## src/rtl/coffee_panel.sv

```systemverilog
// coffee_panel: front-panel sequencer for a coffee machine.
// Turns power/brew button presses into on/gen requests. It waits for the
// machine to confirm brewing via led, times the brew, and counts finished
// cups. A missing or dropped led confirmation sends the panel to FAULT.
//
// state | meaning
// ------+---------------------------------------------------------------
// OFF   | machine unpowered, waiting for a power press
// IDLE  | powered, waiting for a brew press
// REQ   | brew requested, waiting up to ACK_TIMEOUT cycles for led=1
// BREW  | brewing; led must stay high for BREW_CYCLES cycles
// DONE  | one-cycle completion pulse, cup counted on entry
// FAULT | confirmation lost or never arrived; only a power press leaves
module coffee_panel #(
  parameter int BREW_CYCLES = 8,
  parameter int ACK_TIMEOUT = 4
) (
  input  logic       clock,
  input  logic       reset,
  input  logic       btn_power,
  input  logic       btn_brew,
  input  logic       led,
  output logic       on,
  output logic       gen,
  output logic       done,
  output logic       fault,
  output logic [3:0] cups,
  output logic [2:0] state
);

  localparam int CNT_MAX = (BREW_CYCLES > ACK_TIMEOUT) ? BREW_CYCLES : ACK_TIMEOUT;
  localparam int CNT_W   = $clog2(CNT_MAX) + 1;

  localparam logic [CNT_W-1:0] ACK_LAST  = CNT_W'(ACK_TIMEOUT - 1);
  localparam logic [CNT_W-1:0] BREW_LAST = CNT_W'(BREW_CYCLES - 1);
  localparam logic [CNT_W-1:0] CNT_ONE   = CNT_W'(1);

  typedef enum logic [2:0] {
    ST_OFF   = 3'd0,
    ST_IDLE  = 3'd1,
    ST_REQ   = 3'd2,
    ST_BREW  = 3'd3,
    ST_DONE  = 3'd4,
    ST_FAULT = 3'd5
  } state_e;

  state_e           state_q, state_d;
  logic             power_prev_q, power_prev_d;
  logic             brew_prev_q, brew_prev_d;
  logic [CNT_W-1:0] wait_cnt_q, wait_cnt_d;
  logic [CNT_W-1:0] brew_cnt_q, brew_cnt_d;
  logic [3:0]       cups_q, cups_d;
  logic             on_q, on_d;
  logic             gen_q, gen_d;
  logic             done_q, done_d;
  logic             fault_q, fault_d;

  logic             power_evt;
  logic             brew_evt;

  // Rising-edge events: live button against last cycle's sample
  always_comb begin
    power_prev_d = btn_power;
    brew_prev_d  = btn_brew;
    power_evt    = btn_power & ~power_prev_q;
    brew_evt     = btn_brew & ~brew_prev_q;
  end

  // Next-state, counters and cup count; power press always wins
  always_comb begin
    state_d    = state_q;
    wait_cnt_d = wait_cnt_q;
    brew_cnt_d = brew_cnt_q;
    cups_d     = cups_q;
    case (state_q)
      ST_OFF: begin
        if (power_evt) state_d = ST_IDLE;
      end
      ST_IDLE: begin
        if (power_evt) begin
          state_d = ST_OFF;
        end else if (brew_evt) begin
          state_d    = ST_REQ;
          wait_cnt_d = '0;
        end
      end
      ST_REQ: begin
        if (power_evt) begin
          state_d = ST_OFF;
        end else if (led) begin
          state_d    = ST_BREW;
          brew_cnt_d = '0;
        end else if (wait_cnt_q == ACK_LAST) begin
          state_d = ST_FAULT;
        end else begin
          wait_cnt_d = wait_cnt_q + CNT_ONE;
        end
      end
      ST_BREW: begin
        if (power_evt) begin
          state_d = ST_OFF;
        end else if (!led) begin
          state_d = ST_FAULT;
        end else if (brew_cnt_q == BREW_LAST) begin
          state_d = ST_DONE;
          if (cups_q != 4'hF) cups_d = cups_q + 4'd1;
        end else begin
          brew_cnt_d = brew_cnt_q + CNT_ONE;
        end
      end
      ST_DONE: begin
        state_d = ST_IDLE;
      end
      ST_FAULT: begin
        if (power_evt) state_d = ST_OFF;
      end
      default: begin
        state_d = ST_OFF;
      end
    endcase
  end

  // Moore outputs decoded from the next state so they register alongside it
  always_comb begin
    on_d    = 1'b0;
    gen_d   = 1'b0;
    done_d  = 1'b0;
    fault_d = 1'b0;
    case (state_d)
      ST_IDLE:  on_d = 1'b1;
      ST_REQ:   begin on_d = 1'b1; gen_d = 1'b1; end
      ST_BREW:  begin on_d = 1'b1; gen_d = 1'b1; end
      ST_DONE:  begin on_d = 1'b1; done_d = 1'b1; end
      ST_FAULT: fault_d = 1'b1;
      default:  on_d = 1'b0;
    endcase
  end

  // State and output registers; history resets high so a held button is not an event
  always_ff @(posedge clock or negedge reset) begin
    if (!reset) begin
      state_q      <= ST_OFF;
      power_prev_q <= 1'b1;
      brew_prev_q  <= 1'b1;
      wait_cnt_q   <= '0;
      brew_cnt_q   <= '0;
      cups_q       <= 4'd0;
      on_q         <= 1'b0;
      gen_q        <= 1'b0;
      done_q       <= 1'b0;
      fault_q      <= 1'b0;
    end else begin
      state_q      <= state_d;
      power_prev_q <= power_prev_d;
      brew_prev_q  <= brew_prev_d;
      wait_cnt_q   <= wait_cnt_d;
      brew_cnt_q   <= brew_cnt_d;
      cups_q       <= cups_d;
      on_q         <= on_d;
      gen_q        <= gen_d;
      done_q       <= done_d;
      fault_q      <= fault_d;
    end
  end

  assign on    = on_q;
  assign gen   = gen_q;
  assign done  = done_q;
  assign fault = fault_q;
  assign cups  = cups_q;
  assign state = state_q;

endmodule

```

## config.mk

```make
export PLATFORM = sky130hd
export DESIGN_NAME = coffee_panel
export DESIGN_NICKNAME = d
export VERILOG_FILES = /design/src/rtl/coffee_panel.sv
export SDC_FILE = /design/constraint.sdc
export NUM_CORES = 1
export LEC_CHECK = 0
export BUFFER_PORTS_ARGS = -buffer_cell sky130_fd_sc_hd__clkbuf_2
export CAP_MARGIN = 15
export CORE_ASPECT_RATIO = 1.1
export CORE_MARGIN = 3
export CORE_UTILIZATION = 58
export DETAILED_ROUTE_END_ITERATION = 10
export PLACE_DENSITY = 0.81
export SKIP_LAST_GASP = 1
export SYNTH_ARGS = -nofsm -noshare
export SYNTH_HDL_FRONTEND = slang
export SYNTH_SLANG_ARGS = --single-unit
```

## constraint.sdc

```tcl
create_clock -name clock -period 3.6 [get_ports clock]
set_input_delay 0.9 -clock clock [delete_from_list [all_inputs] [get_ports clock]]
set_output_delay 0.9 -clock clock [all_outputs]
set_load 0.01 [all_outputs]
```

# After elaboration in Yosys (flattened, before gate mapping)

Cells that the tools add are included.

Word-level logic and storage cells: 75
Memories: 0
Memory bits (read-only): 0
Input bits: 5
Latch bits: 0
RAM bits: 0
Output and inout bits: 11
Register bits after elaboration: 21

Mux-type cells: 27
Div/mod/pow operators: 0
$lt $le $gt $ge: 0
Equal/unequal tests: 22
Multiply operators: 0
Shifts and indexed selects: 0
Add/sub/neg operators: 3
Bitwise logic cells: 5
Reduce and logical (&&, ||, !) cells: 8

Operator list:

| kind                                                                  | count |
|---|---|
| 4-bit 2-to-1 mux                                                      | 10 |
| 3-bit 2-to-1 mux                                                      | 10 |
| 2-bit != test, second input constant                                  | 9 |
| 3-bit one-hot mux with 6 select lines                                 | 1 |
| 4-bit one-hot mux with 2 select lines                                 | 2 |
| 4-bit by 1-bit adder with 4-bit output, second input constant         | 3 |
| 3-bit by 2-bit equality test with 1-bit output, second input constant | 4 |
| 3-bit equality test, second input constant                            | 4 |
| 6-bit AND reduction                                                   | 2 |
| 3-bit by 1-bit equality test with 1-bit output, second input constant | 2 |
| 5-bit AND reduction                                                   | 1 |
| 4-bit by 2-bit equality test with 1-bit output, second input constant | 1 |
| 4-bit by 3-bit equality test with 1-bit output, second input constant | 1 |
| 1-bit 2-to-1 mux                                                      | 4 |
| 4-bit != test, second input constant                                  | 1 |
| 2-bit nonzero test                                                    | 2 |
| 4-bit OR reduction                                                    | 1 |
| 3-bit logical NOT                                                     | 1 |
| 1-bit inverter                                                        | 3 |
| 1-bit bitwise AND                                                     | 2 |
| 2-bit OR reduction                                                    | 1 |

# Longest topological paths before layout

Depth after elaboration: 8
Gate-level depth with buffers: 7
Depth with buffers taken out: 7

# Worst setup path after synthesis

Ideal clock, no wire load.

Path type: input port to flip-flop
Start point: input port btn_power
End point: register wait_cnt_q[3]
Library setup time: 0.077 ns
Stages on the path: 6
Data required time: 3.523 ns
Path slack: 1.247 ns
Arrival: 2.276 ns
Cells stage by stage: nor2b_1 buf_4 nor4_2 nor3_2 or4_1 a21oi_1

Word-level cells in the longest chain between the ends: 3
Elaborated cells on any way between the ends: 4

RTL lines:

| element                                | RTL line | RTL |
|---|---|---|
| from (decl)                            | 20       | `input logic btn_power,` |
| 1-bit bitwise AND *                    | 65       | `power_evt = btn_power & ~power_prev_q;` |
| 2-bit != test (no source line)         | --       |  |
| 6-bit AND reduction (no source line) * | --       |  |
| to (signal assigned)                   | 156      | `wait_cnt_q <= wait_cnt_d;` |
| to (decl)                              | 50       | `logic [CNT_W-1:0] wait_cnt_q, wait_cnt_d;` |

Mark *: on every way between the ends. The rest lies on a longest branch, timed or not.
A chain may end at the register's enable or synchronous reset.

# Final worst setup path

Start point: input port btn_power
End point: register brew_cnt_q[2]

Word-level cells in the longest chain between the ends: 3
Elaborated cells on any way between the ends: 4

RTL lines:

| element                                | RTL line | RTL |
|---|---|---|
| 1-bit bitwise AND *                    | 65       |  |
| 2-bit != test (no source line)         | --       |  |
| 6-bit AND reduction (no source line) * | --       |  |
| to (signal assigned)                   | 157      | `brew_cnt_q <= brew_cnt_d;` |
| to (decl)                              | 51       | `logic [CNT_W-1:0] brew_cnt_q, brew_cnt_d;` |

Marks and branches as above.

==> summary.md <==
| Metric | Value |
|---|---|
| Iter 0 DRT Violations | `19` |
| # fillers | `~130` |
| Critical Path AT | `2870 ps` |
| Clk_skew | `5.06 ps` |
| CP delay by family, top | `compound AO/OA/AOI/OAI gates` |
| Seq/Total Area, Yosys | `50.0%` |
| Clock latency on the worst-skew pair | `around 310 ps` |
| Async SR Flop Fraction | `100%` |
| Hold-fix buffers, CTS | `0` |
| TritonRoute pass-1 iters | `4` |
| Mapped Cells | `between 90 and 100` |
| Gr ovfl total | `0` |
| Max cap viols | `0` |
| ANT nets after route | `0` |
| DRC | `0` |
| Ys flop type | `dfrtp_1` |
| Leakage power | `~0.56 nW` |
| Critical Path RT | `about 3800 ps` |
| Fin. Hold Viols | `0` |
| CTS Buf Count | `3` |
| Final Setup Violations | `0` |
| FMAX | `~370 MHz` |
| Post-CTS sizing | `0` |
| Post-synth EDFFs | `0` |
| Startpoint Class | `input port` |
| Antenna violations before repair | `0` |
| CP max stage delay | `750 ps` |
| Critical Path, Cell by Cell | `clkbuf_2 > nor2b_1 > a211oi_1 > o22ai_1 > o211ai_1 > a22o_1` |
| Hold Path Class | `flop to flop` |
| Slew headroom | `a little under two fifths` |
| Clock tree from TritonCTS | `yes` |
| Maximum vdd drop | `just under 0.0004 V` |
| Mapped Area | `around 1100 um2` |
| Status | `completed` |
| WS Path Type | `input port to flop` |
| Top-level port count | `16` |
| Final Cycle Share | `roughly 74%` |
| Clock Path Buffers | `2` |
| Multi-input gate area | `497 um2` |
| CP bufs+invs | `1` |
| RSZ-0062 raised after global routing | `false` |
| Fraction of layout cells with a size suffix above 1 | `between 20% and 30%` |
| Avg Inst Size Synth | `~11 um2` |
| RD Place Congestion | `0.771` |
| Design area | `1160 um2` |
| Slew @ Worst Pin | `between 900 and 1000 ps` |
| Starting Density | `between 60% and 70%` |
| Die ar. | `approximately 2400 um2` |
| Power Dens Cells | `~600 nW/um2` |
| Most frequent cell after synthesis | `dfrtp_1` |
| Max Slew Vio Count | `0` |
| Sum Neg Setup Slack | `0 ps` |
| Postcts setup bufs | `0` |
| Routed WL per cell | `14.9 um` |
| Htree depth | `1` |
| Global-route wire length before repair | `3540 um` |
| Area Growth Syn to Fin | `10.1%` |
| Final Net Count | `about 120` |
| CTS sink cnt | `21` |
| Synth area leader | `dfrtp_1` |
| Number of synthesis warnings | `0` |
| Synth top cells by count | `dfrtp_1, nand2_1, nand3_1, nor2_1, nor2b_1` |
| CTS Root Buffer Type | `clkbuf_4` |
| Area contributors post-synth | `dfrtp_1, dfstp_2, nand2_1` |
| Port-buffer cells | `15` |
| N_diodes | `0` |
| Post-synth net total | `~110` |
| Clock slew at reported path FFs | `110 ps` |
| Flip-flop and latch area | `roughly 530 um2` |
| Placement Cell Area | `between 1000 and 1500 um2` |
| Critical path capture point type | `flop` |
| Fin crit period | `roughly 2700 ps` |
| Global-route usage over all layers | `a little over a fifth` |
| Number of global-route vias before repair | `around 830` |
| Rows | `15` |
| Share of the synthesized area in the top cell type | `a little under half` |
| Worst Path Max Fanout | `14` |
| Final WL | `slightly below 2000 um` |
| HPWL after DPL | `~1400 um` |
| Core area | `between 1500 and 2000 um2` |
| Final core utilization | `between 70% and 80%` |
| Slowest CP cell | `o22ai_1` |
| Vert. Die Dim | `~50 um` |
| FF+latch count, synth | `21` |
| Total number of vias | `801` |
| Largest net degree at the start of global routing | `22` |
| Reg2reg setup slack | `between 1000 and 1500 ps` |
| Netlist cell types | `between 40 and 50` |
| Die width | `roughly 47 um` |
| Routed vias/inst | `between 6 and 7` |
placed cells by master (no fill, tap or decap), types with 2 or more instances in the layout:
cell type	n
o211ai_1	2
dfstp_2	2
o21ai_0	3
o31ai_1	2
xnor2_1	2
dfrtp_1	19
clkbuf_2	15
ha_1	3
nor2_1	5
nand2_1	11
nor4_1	3
xor2_1	2
nand3_1	5
a21oi_1	2
nor2b_1	4
clkbuf_4	3
nand3b_1	2
inv_1	3
nand2b_1	3
a22o_1	3
path summary, 6_finish.rpt:
path | endpoint | start | cells past startpoint
setup reg to reg | brew_cnt_q[2] | wait_cnt_q[0] | 6
max in group asynchronous | power_prev_q | reset | 1
hold / removal | cups[3] | cups[3] | 1
min in group asynchronous | wait_cnt_q[2] | reset | 1
setup / recovery | brew_cnt_q[2] | btn_power | 6
hold reg to reg | cups[3] | cups[3] | 1
sequential cells by signal (all words and copies together), names as in the netlist:
name / flops
brew_prev_q: 1
power_prev_q: 1
wait_cnt_q: 4
done: 1
on: 1
brew_cnt_q: 4
cups: 4
gen: 1
fault: 1
state: 3
where the power goes:
group	leakage (nW)	internal, mW	switching (mW)
sequential	0.277	0.283	0.0578
clock	0.0150	0.0433	0.0686
combinational	0.267	0.0958	0.150
metrics by stage:
stage	hold slack (ps)	setup slack [ps]	total power, mW	cells
2_1_floorplan	477	1250	0.519	99
3_3_place_gp	483	711	0.578	128
3_5_place_dp	491	611	0.589	128
4_1_cts	510	943	0.702	132
5_1_grt	546	738	0.757	132
6_report	513	933	0.699	132
final cells by class:
type,instances,area share (%)
Clock buffer,4,2.26
Inverter,4,1.29
Multi-Input combinational cell,71,42.7
Sequential cell,21,45.4
Tap cell,17,1.83
Timing Repair Buffer,15,6.46
routing by layer:
layer,part of all wire [%],wire (um),vias up,track usage [%]
met1,44,861,381,26.6
li1,-,-,389,-
met5,0,0,-,0
met2,49,973,26,31.4
met4,2.4,48,0,13.4
met3,4.5,89,5,5.38
worst reg2reg max path: stages, from the launching register on:
cell and delay (ps):
dfrtp_1 390, ha_1 220, nor3b_1 340, nor3_1 90, o22ai_1 750, o211ai_1 190
a22o_1 270
kinds of logic (layout without fill, tap and decap cells):
logic type / after synthesis / count (layout) / synth area share (%)
XOR/XNOR: 4 / 4 / 3.32
AO/OA/AOI/OAI: 18 / 18 / 12.6
buffers and inverters: 7 / 23 / 2.96
AND/OR/NAND/NOR: 44 / 44 / 25.6
multiplexers: 2 / 2 / 2.01
adder cells (fa/ha/maj): 3 / 3 / 3.55
flip-flops: 21 / 21 / 50.0
No activity file was read; power rests on OpenSTA's default activity.
